### config.mk
export PLATFORM = sky130hd
export DESIGN_NAME = playback_addr_ctrl_flat
export DESIGN_NICKNAME = d
export VERILOG_FILES = /design/src/rtl/playback_addr_ctrl_if.sv /design/src/rtl/playback_addr_ctrl.sv /design/src/flat_wrapper.sv
export SDC_FILE = /design/constraint.sdc
export NUM_CORES = 1
export LEC_CHECK = 0
export BUFFER_PORTS_ARGS = -buffer_cell sky130_fd_sc_hd__clkbuf_2
export CORE_UTILIZATION = 59
export DETAILED_ROUTE_END_ITERATION = 7
export PLACE_DENSITY = 0.82
export SETUP_SLACK_MARGIN = 0.2
export SKIP_CTS_REPAIR_TIMING = 1
export SYNTH_ARGS = -nofsm -noshare
export SYNTH_HDL_FRONTEND = slang
export SYNTH_SLANG_ARGS = --single-unit
### constraint.sdc
create_clock -name clk -period 4.25 [get_ports clk]
set_input_delay 0.2125 -clock clk [delete_from_list [all_inputs] [get_ports clk]]
set_output_delay 0.2125 -clock clk [all_outputs]
set_load 0.1 [all_outputs]
### src/rtl/playback_addr_ctrl_if.sv
// Command/status bundle of the sample-playback address controller.
// The controller sits on the slave side; whoever issues commands and
// consumes the address is the master.
interface playback_addr_ctrl_if #(
  parameter int unsigned ADDR_W = 23,
  parameter int unsigned STEP_W = 4
);
  logic              tick;
  logic              cmd_play;
  logic              cmd_pause;
  logic              cmd_fwd;
  logic              cmd_bwd;
  logic              cmd_restart;
  logic              loop_en;
  logic [STEP_W-1:0] step;
  logic [ADDR_W-1:0] addr;
  logic              playing;
  logic              dir;
  logic              wrapped;
  logic              done;

  modport master (
    output tick, cmd_play, cmd_pause, cmd_fwd, cmd_bwd, cmd_restart, loop_en, step,
    input  addr, playing, dir, wrapped, done
  );

  modport slave (
    input  tick, cmd_play, cmd_pause, cmd_fwd, cmd_bwd, cmd_restart, loop_en, step,
    output addr, playing, dir, wrapped, done
  );
endinterface

### src/rtl/playback_addr_ctrl.sv
// Sample-playback address controller.
// Walks an address between ADDR_MIN and ADDR_MAX, forward or backward, by a
// programmable step on every sample tick. Commands are levels sampled each
// clock; the highest-priority asserted command is the one evaluated. A
// command that actually changes something consumes the cycle, so a tick in
// that cycle does not advance the address. At a bound the address either
// wraps (loop) or clamps and the controller parks in DONE (one-shot).
module playback_addr_ctrl #(
  parameter int unsigned ADDR_W   = 23,
  parameter int unsigned ADDR_MIN = 0,
  parameter int unsigned ADDR_MAX = 'h7FFFF,
  parameter int unsigned STEP_W   = 4
) (
  input logic                clk,
  input logic                reset,
  playback_addr_ctrl_if.slave bus
);

  localparam logic [ADDR_W-1:0] MIN_A = ADDR_W'(ADDR_MIN);
  localparam logic [ADDR_W-1:0] MAX_A = ADDR_W'(ADDR_MAX);
  localparam logic [ADDR_W:0]   MAX_X = (ADDR_W + 1)'(ADDR_MAX);

  typedef enum logic [2:0] {
    IDLE_FW = 3'd0,
    IDLE_BW = 3'd1,
    PLAY_FW = 3'd2,
    PLAY_BW = 3'd3,
    DONE    = 3'd4
  } state_t;

  state_t            state_q, state_d;
  logic [ADDR_W-1:0] addr_q, addr_d;
  logic              dir_q, dir_d;
  logic              playing_q, playing_d;
  logic              wrapped_q, wrapped_d;
  logic              done_q, done_d;

  logic [ADDR_W:0]   step_s;
  logic [ADDR_W:0]   sum_s;
  logic [ADDR_W-1:0] diff_s;
  logic [ADDR_W+1:0] lo_lim_s;
  logic              fw_over_s;
  logic              bw_under_s;
  logic              is_play_s;
  logic              cmd_taken_s;
  logic [ADDR_W-1:0] start_s;

  function automatic state_t idle_of(input logic d);
    return d ? IDLE_BW : IDLE_FW;
  endfunction

  function automatic state_t play_of(input logic d);
    return d ? PLAY_BW : PLAY_FW;
  endfunction

  // Step arithmetic and bound detection; one bit of headroom keeps the overflow visible.
  always_comb begin
    if (bus.step == '0) begin
      step_s = {{ADDR_W{1'b0}}, 1'b1};
    end else begin
      step_s = (ADDR_W + 1)'(bus.step);
    end
    sum_s      = {1'b0, addr_q} + step_s;
    diff_s     = addr_q - step_s[ADDR_W-1:0];
    lo_lim_s   = {2'b00, MIN_A} + {1'b0, step_s};
    fw_over_s  = (sum_s > MAX_X);
    bw_under_s = ({2'b00, addr_q} < lo_lim_s);
    is_play_s  = (state_q == PLAY_FW) || (state_q == PLAY_BW);
    start_s    = dir_q ? MAX_A : MIN_A;
  end

  // Next-state: resolve the command first, then advance on tick if no command took effect.
  always_comb begin
    state_d     = state_q;
    addr_d      = addr_q;
    dir_d       = dir_q;
    wrapped_d   = 1'b0;
    done_d      = 1'b0;
    cmd_taken_s = 1'b0;

    if (bus.cmd_restart) begin
      cmd_taken_s = 1'b1;
      addr_d      = start_s;
      if (state_q == DONE) begin
        state_d = idle_of(dir_q);
      end else begin
        state_d = state_q;
      end
    end else if (bus.cmd_fwd || bus.cmd_bwd) begin
      cmd_taken_s = 1'b1;
      dir_d       = ~bus.cmd_fwd;
      if (is_play_s) begin
        state_d = play_of(dir_d);
      end else begin
        state_d = idle_of(dir_d);
      end
    end else if (bus.cmd_pause && is_play_s) begin
      cmd_taken_s = 1'b1;
      state_d     = idle_of(dir_q);
    end else if (bus.cmd_play && !bus.cmd_pause && !is_play_s) begin
      // A pause that is a no-op still outranks play in the same cycle.
      cmd_taken_s = 1'b1;
      state_d     = play_of(dir_q);
      if (state_q == DONE) begin
        addr_d = start_s;
      end else begin
        addr_d = addr_q;
      end
    end else begin
      cmd_taken_s = 1'b0;
    end

    if (!cmd_taken_s && bus.tick && is_play_s) begin
      if (!dir_q) begin
        if (!fw_over_s) begin
          addr_d = sum_s[ADDR_W-1:0];
        end else if (bus.loop_en) begin
          addr_d    = MIN_A;
          wrapped_d = 1'b1;
        end else begin
          addr_d  = MAX_A;
          state_d = DONE;
          done_d  = 1'b1;
        end
      end else begin
        if (!bw_under_s) begin
          addr_d = diff_s;
        end else if (bus.loop_en) begin
          addr_d    = MAX_A;
          wrapped_d = 1'b1;
        end else begin
          addr_d  = MIN_A;
          state_d = DONE;
          done_d  = 1'b1;
        end
      end
    end else begin
      wrapped_d = 1'b0;
    end

    playing_d = (state_d == PLAY_FW) || (state_d == PLAY_BW);
  end

  // State and output registers; reset parks the controller at the forward start bound.
  always_ff @(posedge clk or posedge reset) begin
    if (reset) begin
      state_q   <= IDLE_FW;
      addr_q    <= MIN_A;
      dir_q     <= 1'b0;
      playing_q <= 1'b0;
      wrapped_q <= 1'b0;
      done_q    <= 1'b0;
    end else begin
      state_q   <= state_d;
      addr_q    <= addr_d;
      dir_q     <= dir_d;
      playing_q <= playing_d;
      wrapped_q <= wrapped_d;
      done_q    <= done_d;
    end
  end

  assign bus.addr    = addr_q;
  assign bus.playing = playing_q;
  assign bus.dir     = dir_q;
  assign bus.wrapped = wrapped_q;
  assign bus.done    = done_q;

endmodule

### src/flat_wrapper.sv
// flat-port wrapper written by rule: the top's interface ports become plain ports
module playback_addr_ctrl_flat 
#(
  parameter int unsigned ADDR_W   = 23,
  parameter int unsigned ADDR_MIN = 0,
  parameter int unsigned ADDR_MAX = 'h7FFFF,
  parameter int unsigned STEP_W   = 4
)
  (clk, reset, bus_tick, bus_cmd_play, bus_cmd_pause, bus_cmd_fwd, bus_cmd_bwd, bus_cmd_restart, bus_loop_en, bus_step, bus_addr, bus_playing, bus_dir, bus_wrapped, bus_done);
  playback_addr_ctrl_if #(.ADDR_W(ADDR_W), .STEP_W(STEP_W)) bus_i ();
  input logic clk;
  input logic reset;
  input wire logic [$bits(bus_i.tick)-1:0] bus_tick;
  input wire logic [$bits(bus_i.cmd_play)-1:0] bus_cmd_play;
  input wire logic [$bits(bus_i.cmd_pause)-1:0] bus_cmd_pause;
  input wire logic [$bits(bus_i.cmd_fwd)-1:0] bus_cmd_fwd;
  input wire logic [$bits(bus_i.cmd_bwd)-1:0] bus_cmd_bwd;
  input wire logic [$bits(bus_i.cmd_restart)-1:0] bus_cmd_restart;
  input wire logic [$bits(bus_i.loop_en)-1:0] bus_loop_en;
  input wire logic [$bits(bus_i.step)-1:0] bus_step;
  output wire logic [$bits(bus_i.addr)-1:0] bus_addr;
  output wire logic [$bits(bus_i.playing)-1:0] bus_playing;
  output wire logic [$bits(bus_i.dir)-1:0] bus_dir;
  output wire logic [$bits(bus_i.wrapped)-1:0] bus_wrapped;
  output wire logic [$bits(bus_i.done)-1:0] bus_done;
  assign bus_i.tick = bus_tick;
  assign bus_i.cmd_play = bus_cmd_play;
  assign bus_i.cmd_pause = bus_cmd_pause;
  assign bus_i.cmd_fwd = bus_cmd_fwd;
  assign bus_i.cmd_bwd = bus_cmd_bwd;
  assign bus_i.cmd_restart = bus_cmd_restart;
  assign bus_i.loop_en = bus_loop_en;
  assign bus_i.step = bus_step;
  assign bus_addr = bus_i.addr;
  assign bus_playing = bus_i.playing;
  assign bus_dir = bus_i.dir;
  assign bus_wrapped = bus_i.wrapped;
  assign bus_done = bus_i.done;
  playback_addr_ctrl #(.ADDR_W(ADDR_W), .ADDR_MIN(ADDR_MIN), .ADDR_MAX(ADDR_MAX), .STEP_W(STEP_W)) u_core (.clk(clk), .reset(reset), .bus(bus_i));
endmodule
# Word-level counts from Yosys, hierarchy flattened
# Cells that the tools add are included.
# op_classes
addsub	2
magnitude_cmp	2
eq_ne	7
n_mux	42
bitwise	2
n_reduce_logical	16
# ops
operator	n
two-way mux 23 bit	9
two-way mux 19 bit	3
two-way mux 3 bit	11
adder 23 x 4 -> 24 bit	1
> comparator 24 x 19 -> 1 bit (second input constant)	1
< comparator 23 x 4 -> 1 bit	1
subtractor 23 x 4 -> 23 bit	1
two-way mux 1 bit	18
equality test 3 x 2 -> 1 bit (second input constant)	4
inequality test 3 bit (second input constant)	2
nonzero test 3 bit	2
logical AND 1 bit	5
zero test 4 bit	1
two-way mux 4 bit	1
AND reduction 4 bit	1
equality test 3 bit (second input constant)	1
zero test 1 bit	3
logical OR 1 bit	3
NOT 1 bit	2
AND reduction 2 bit	1
# totals
register_bits	30
in_bits	13
output_inout_bits	27
elab_cells	77

# Depth between registers and ports, before layout
# Gate-level depths: netlist (run 1).
# logic_depth
depth_word	14
depth_mapped	14
mapped_depth_nobuf	11

# Worst setup path after synthesis (run 1)
# No wires, ideal clock.
# synth_timing
kind	register to register
startpoint	register u_core.addr_q[0] (netlist: u_core.bus.addr[0])
endpoint	register u_core.addr_q[6] (netlist: u_core.bus.addr[6])
setup_time_ns	0.101
t_arrival_ns	3.448
required_time_ns	4.149
path_slack_ns	0.701
stages_incl_launch_ff	13
path_buffers	3
period_less_slack_ns	3.549
path_cell_list	dfrtp_1 ha_1 fa_1 nor2b_1 o311a_2 clkbuf_1 a2111oi_0 mux2_2 or2_2 buf_2 clkbuf_8 a21oi_1 nor4_1
# synth_between
elab_chain_cells	5
elab_cells_between_ends	8
cone_classes	add/sub: 2; order compare: 2; mux: 4
# synth_lines
item	line_no	rtl
from (decl)	playback_addr_ctrl.sv:32	logic [ADDR_W-1:0] addr_q, addr_d;
from (signal assigned)	playback_addr_ctrl.sv:155	addr_q <= addr_d;
adder 23 x 4 -> 24 bit	playback_addr_ctrl.sv:63	sum_s = {1'b0, addr_q} + step_s;
> comparator 24 x 19 -> 1 bit	playback_addr_ctrl.sv:66	fw_over_s = (sum_s > MAX_X);
two-way mux 23 bit	playback_addr_ctrl.sv:115	if (!fw_over_s) begin
two-way mux 23 bit (*)	playback_addr_ctrl.sv:114	if (!dir_q) begin
two-way mux 23 bit (*)	playback_addr_ctrl.sv:113	if (!cmd_taken_s && bus.tick && is_play_s) begin
# Every way passes the cells marked *; elsewhere a longest branch is shown, timed or not.
# A chain may end at the register's enable or synchronous reset.

# Worst setup path in the final report (run 1)
# layout_timing
startpoint	register u_core.addr_q[0] (netlist: u_core.bus.addr[0])
endpoint	register u_core.addr_q[7] (netlist: u_core.bus.addr[7])
# Same word-level chain as after synthesis.

==> results.yml, run 1 <==
placed_design:
  io_buffers: 39
  place_congestion: 0.910
  place_area_um2: 2930
  post-dp-hpwl_mm: 5.29
  dp_cells: 437
  pre_cts_ws_ns: 0.735
setup_path:
  critPathCaptureType: "flop"
  cp.arrival_ns: 3.56
  startpoint_type: "flop"
  crit_type: "flop to flop"
  cp_max_fo: 14
  reg2reg_from: "u_core.bus.addr[0]$_DFFE_PP0P_"
  r2r_end: "u_core.bus.addr[7]$_DFFE_PP0P_"
  r2r_cells: 9
  crit_required_ns: 4.40
  r2r_setup_slack_ns: 0.85
clock_tree:
  path_clk_slew_ns: 0.07
  clock_latency_ns: 0.29
  cts_tree: "yes"
  htreeDepth: 2
  cts_buffers: 5
  cts_root_buffer: "clkbuf_8"
  cts.sinks: 30
  clockBufferDepth: 2
routing:
  routed_wl_mm: 7.51
  num_vias: 2897
  dr.pass1.iters: 6
  vias_per_cell: 6.51
  ant_nets: 0
  post-route-drc-count: 0
  wl_per_cell_um: 16.9
  drt-initial-drc-count: 254
floorplanning:
  die_h_um: 71.8
  core_um2: 4690
  pin_count: 40
  rows: 25
  die_w_um: 71.8
  initial_core_util: 0.613
  die_area_um2: 5160
sta:
  layout_min_cycle_time_ns: 3.40
  rsz0062_at_grt: "no"
  hold_viol_final: 30
  whs_ns: -0.0300
  min_period_over_period: 0.801
  skew_ns: 0.00552
  fin_ws_ns: 0.847
  clock.fmax_ghz: 0.294
  worst_pin_slew_ns: 0.806
  setup_viol: 0
  fin_tns_setup_ns: 0
  relSlewSlack: 0.461
  slew_violations: 0
hold_path:
  worstHoldPathType: "primary input to asynchronous set/reset pin"
cells_and_area:
  fin_area_um2: 3070
  regArea_um2: 751
  nets: 413
  drive_gt1_frac: 0.179
  areaGrowthSynthToFinish_pct: 6.70
  multi_input_area_um2: 1810
  nFillCells: 435
  fin_cells: 445
  antenna_cells: 0
power:
  p_sw_frac: 0.488
  power.share.clock: 0.251
  powerDensity_nw_per_um2: 481
  intPower_uw: 755
  pwr-share-comb: 0.465
  power.net_switching_uw: 719
  p_leak_uw: 0.00138
  vdd_drop_max_mv: 0.247
  p_seq_frac: 0.285
synthesis:
  avgSynthCellArea_um2: 7.77
  synth.net_count: 393
  synth-edff-count: 0
  synth.cell_area_um2: 2880
  synth.most_common_cell: "a21oi_1"
  synth_seq_cells: 30
  synthTopCellsByArea: "dfrtp_1 (26%), a21oi_1 (6.6%), nand2_1 (4.4%)"
  syn_inst: 370
  synth_common_cells: "a21oi_1 (38), nand2_1 (34), dfrtp_1 (30), nor2_1 (28), nor3_1 (23)"
  ys_types: 59
  synth_warnings: 0
  ys_seq_area_frac: 0.261
  synth_top_area_frac: 0.261
  yosysTopAreaCell: "dfrtp_1"
  synthFlopType: "dfrtp_1"
  synthArstFlopShare: 1.00
grt:
  grt_usage: 0.308
  grt.overflow.total: 0
  antenna_found_initial: 0
  grt_max_degree: 31
  grt_pass1_vias: 2608
  grt_pass1_wl_mm: 12.5
status:
  status: "complete, but fails checks"
  violations: "hold timing"
job:
  max_cap_viol_count: 0
cells by family after synthesis:
kind of cell | after synthesis | share of synthesized area
simple gates | 152 | 0.275
compound gates | 105 | 0.232
buf+inv | 50 | 0.111
flops | 30 | 0.261
xor+xnor | 20 | 0.0609
fa+ha+maj | 10 | 0.0487
mux | 3 | 0.0113
cell usage in the layout (no fill, tap or decap), drive strengths merged, types with 11 or more instances in the layout:
| master | count |
|---|---|
| dfrtp | 30 |
| a21oi | 38 |
| nor3 | 24 |
| o21ai | 20 |
| inv | 20 |
| nand3 | 14 |
| nand2 | 34 |
| nor2 | 28 |
| xnor2 | 11 |
| clkbuf | 45 |
sequential cells by signal, summed over array words and instances (netlist names):
name	flops
u_core.bus.playing	1
u_core.bus.addr	23
u_core.bus.dir	1
u_core.state_q	3
u_core.bus.wrapped	1
u_core.bus.done	1
layout make-up:
class	instances	area share
multi-input cells	290	0.589
repair buffers	43	0.0734
inverters	20	0.0245
well taps	54	0.0220
clock buffers	6	0.0269
clock inverters	2	0.0196
flip-flops and latches	30	0.245
worst max path at each step:
stage | start | to | slack (ns)
2_1_floorplan | u_core.bus.addr[0]$_DFFE_PP0P_ | u_core.bus.addr[6]$_DFFE_PP0P_ | 0.70
6_report | u_core.bus.addr[0]$_DFFE_PP0P_ | u_core.bus.addr[7]$_DFFE_PP0P_ | 0.85
4_1_cts | u_core.bus.addr[0]$_DFFE_PP0P_ | u_core.bus.addr[7]$_DFFE_PP0P_ | 0.91
5_1_grt | u_core.bus.addr[0]$_DFFE_PP0P_ | u_core.bus.addr[7]$_DFFE_PP0P_ | 0.69
3_5_place_dp | bus_step[1] | u_core.bus.addr[7]$_DFFE_PP0P_ | 0.73
3_3_place_gp | bus_step[1] | u_core.bus.addr[7]$_DFFE_PP0P_ | 0.88
per-layer routing:
| metal | wire [um] | track usage |
|---|---|---|
| met5 | 0 | 0 |
| met2 | 3520 | 0.488 |
| met1 | 3260 | 0.424 |
| met3 | 602 | 0.0478 |
| met4 | 130 | 0.120 |
metrics by stage:
stage / utilization / total power (uW)
6_report: 0.654 / 1470
5_1_grt: 0.654 / 1540
4_1_cts: 0.654 / 1470
3_5_place_dp: 0.623 / 1100
3_3_place_gp: 0.623 / 1090
2_1_floorplan: - / 1010
power by group through the flow:
stage	combinational [uW]	sequential [uW]	clock, uW
final	685	420	370
after global routing	731	430	380
after CTS	680	417	371
after detailed placement	676	422	0
after global placement	670	418	0
after floorplan	371	642	0
critical path, stage by stage (launching register included):
cell and delay, ns:
dfrtp_1 0.42, ha_1 0.23, fa_1 0.40, nor2b_1 0.16, o311a_2 0.42, a2111oi_0 0.44
mux2_2 0.33, or2_2 0.32, nand2_1 0.08, a2111oi_0 0.44
Note: power is estimated with default switching activity, not from simulation.
==> inputs of run 2 (changes only) <==
clock period = 3.2 ns   (was 4.25 ns; I/O delays follow)
==> run 2 against run 1 <==
  * The flow now finishes without violations
  * Clock skew grew 0.0010 ns
  * Utilization is 3.9 points higher
  * Critical path depth grew 1
  * Sequential share of layout area decreased by 0.76 points
  * Worst setup slack got worse by 0.62 ns
  * Power up 27%
  * Sequential power is 33% higher
  * Combinational power increased by 39%
  * Hold slack improved by 0.14 ns
  * Final area increased by 6.0%
  * Wire length increased by 3.3%
  * Critical path type unchanged
  * Largest power group unchanged
==> results.yml, run 2 (synthesized netlist as in run 1, its figures left out) <==
hold_path:
  worstHoldPathType: "primary input to flop"
  worstHoldStart: "bus_cmd_fwd"
setup_path:
  reg2reg_from: "u_core.bus.addr[0]$_DFFE_PP0P_"
  critPathCaptureType: "flop"
  crit_type: "flop to flop"
  worstPathCellList: "ha_4 > fa_2 > nor2b_4 > o311a_2 > a2111oi_4 > mux2_4 > or2_4 > buf_12 > a21boi_0 > o221a_2"
  crit_path_start: "u_core.bus.addr[0]$_DFFE_PP0P_"
  slowest_stage: "dfrtp_4"
  cp_max_fo: 9
  crit_required_ns: 3.42
  slowest_delay_ns: 0.51
  startpoint_type: "flop"
  cp.arrival_ns: 3.19
floorplanning:
  pin_count: 40
  die_h_um: 71.8
  core_um2: 4690
  die_w_um: 71.8
  rows: 25
  initial_core_util: 0.613
  die_area_um2: 5160
job:
  max_cap_viol_count: 0
placed_design:
  post-dp-hpwl_mm: 5.51
  io_buffers: 39
  place_congestion: 0.940
clock_tree:
  cts.sinks: 30
  cts_tree: "yes"
  cts_buffers: 5
  path_clk_slew_ns: 0.07
  clock_latency_ns: 0.28
  clockBufferDepth: 2
  htreeDepth: 2
  cts_root_buffer: "clkbuf_8"
sta:
  clock.fmax_ghz: 0.337
  setup_viol: 0
  min_period_over_period: 0.929
  hold_viol_final: 0
  layout_min_cycle_time_ns: 2.97
  rsz0062_at_grt: "yes"
  fin_tns_setup_ns: 0
  worst_pin_slew_ns: 0.642
  slew_violations: 0
  skew_ns: 0.00654
  relSlewSlack: 0.572
cells_and_area:
  fin_util: 0.693
  nFillCells: 390
  regArea_um2: 771
  largest_reg_flops: 23
  nets: 427
  multi_input_area_um2: 1890
  layout_common_cells: "clkbuf_2 (39), a21oi_1 (38), nand2_1 (34)"
  antenna_cells: 0
  final_common_cell: "clkbuf_2"
  areaGrowthSynthToFinish_pct: 13.1
  drive_gt1_frac: 0.249
routing:
  ant_nets: 0
  drt-initial-drc-count: 287
  post-route-drc-count: 0
  num_vias: 2984
  vias_per_cell: 6.50
  dr.pass1.iters: 8
  routed_wl_mm: 7.76
  wl_per_cell_um: 16.9
grt:
  grt_pass1_wl_mm: 12.3
  grt_max_degree: 21
  antenna_found_initial: 0
  grt.overflow.total: 0
  grt_pass1_vias: 2655
  grt_usage: 0.305
status:
  status: "complete, no violations"
power:
  powerDensity_nw_per_um2: 577
  p_leak_uw: 0.00144
  vdd_drop_max_mv: 0.314
[run 2: changes by cell type in the layout (fill, tap and decap cells not counted), moves of 3 or more]
cell	before	now
a2111oi_0	5	2
dfrtp_4	0	3
dfrtp_2	0	7
dfrtp_1	30	20
buf_4	4	15
[run 2: through the flow]
step / std cells / worst slack (ns) / total power, uW / hold slack (ns) / cell area, um^2
after floorplan: 370 / 0.124 / 1370 / 0.250 / 2960
after global placement: 444 / 0.277 / 1480 / 0.247 / 3050
after detailed placement: 444 / 0.149 / 1490 / 0.263 / 3050
after CTS: 452 / 0.243 / 1860 / -0.0383 / 3160
after global routing: 459 / 0.125 / 1970 / 0.142 / 3250
final: 459 / 0.229 / 1880 / 0.114 / 3250
[run 2: critical path: cells and delay by family (launching register included)]
kind                     cells  cell delay [ns]
AO/OA/AOI/OAI                4             1.14
adder cells (fa/ha/maj)      2             0.55
buffers and inverters        1             0.13
flip-flops                   1             0.51
multiplexers                 1             0.26
AND/OR/NAND/NOR              2             0.32
[run 2: area by class of cell]
type	count	share of cell area
clock buffers	8	0.0339
well taps	54	0.0208
repair buffers	56	0.104
inverters	20	0.0231
flip-flops and latches	30	0.237
multi-input cells	291	0.581
[run 2: metal layers]
metal  global-route usage  wire length, um  vias to the layer above
met5                    0                0                        -
met4               0.0871               75                        0
met3               0.0436              608                       11
met2                0.487             3670                      153
met1                0.433             3400                     1416
li1                     -                -                     1404
[run 2: power by group]
part	leakage, uW	internal [uW]	total [uW]	switching [uW]
clock	0.0000575	217	364	147
combinational	0.00102	264	954	690
sequential	0.000362	441	558	117
total	0.00144	922	1880	954
[run 2: final timing paths]
| kind | slack [ns] | cells past startpoint | endpoint |
|---|---|---|---|
| max reg2reg | 0.23 | 10 | u_core.bus.addr[15]$_DFFE_PP0P_ |
| min | 0.11 | 2 | u_core.bus.dir$_DFFE_PP0P_ |
| max | 0.23 | 10 | u_core.bus.addr[15]$_DFFE_PP0P_ |
| min reg2reg | 0.52 | 1 | u_core.bus.addr[22]$_DFFE_PP0P_ |
| max in group asynchronous | 2.03 | 4 | u_core.bus.addr[13]$_DFFE_PP0P_ |
| min in group asynchronous | 0.49 | 3 | u_core.bus.addr[12]$_DFFE_PP0P_ |
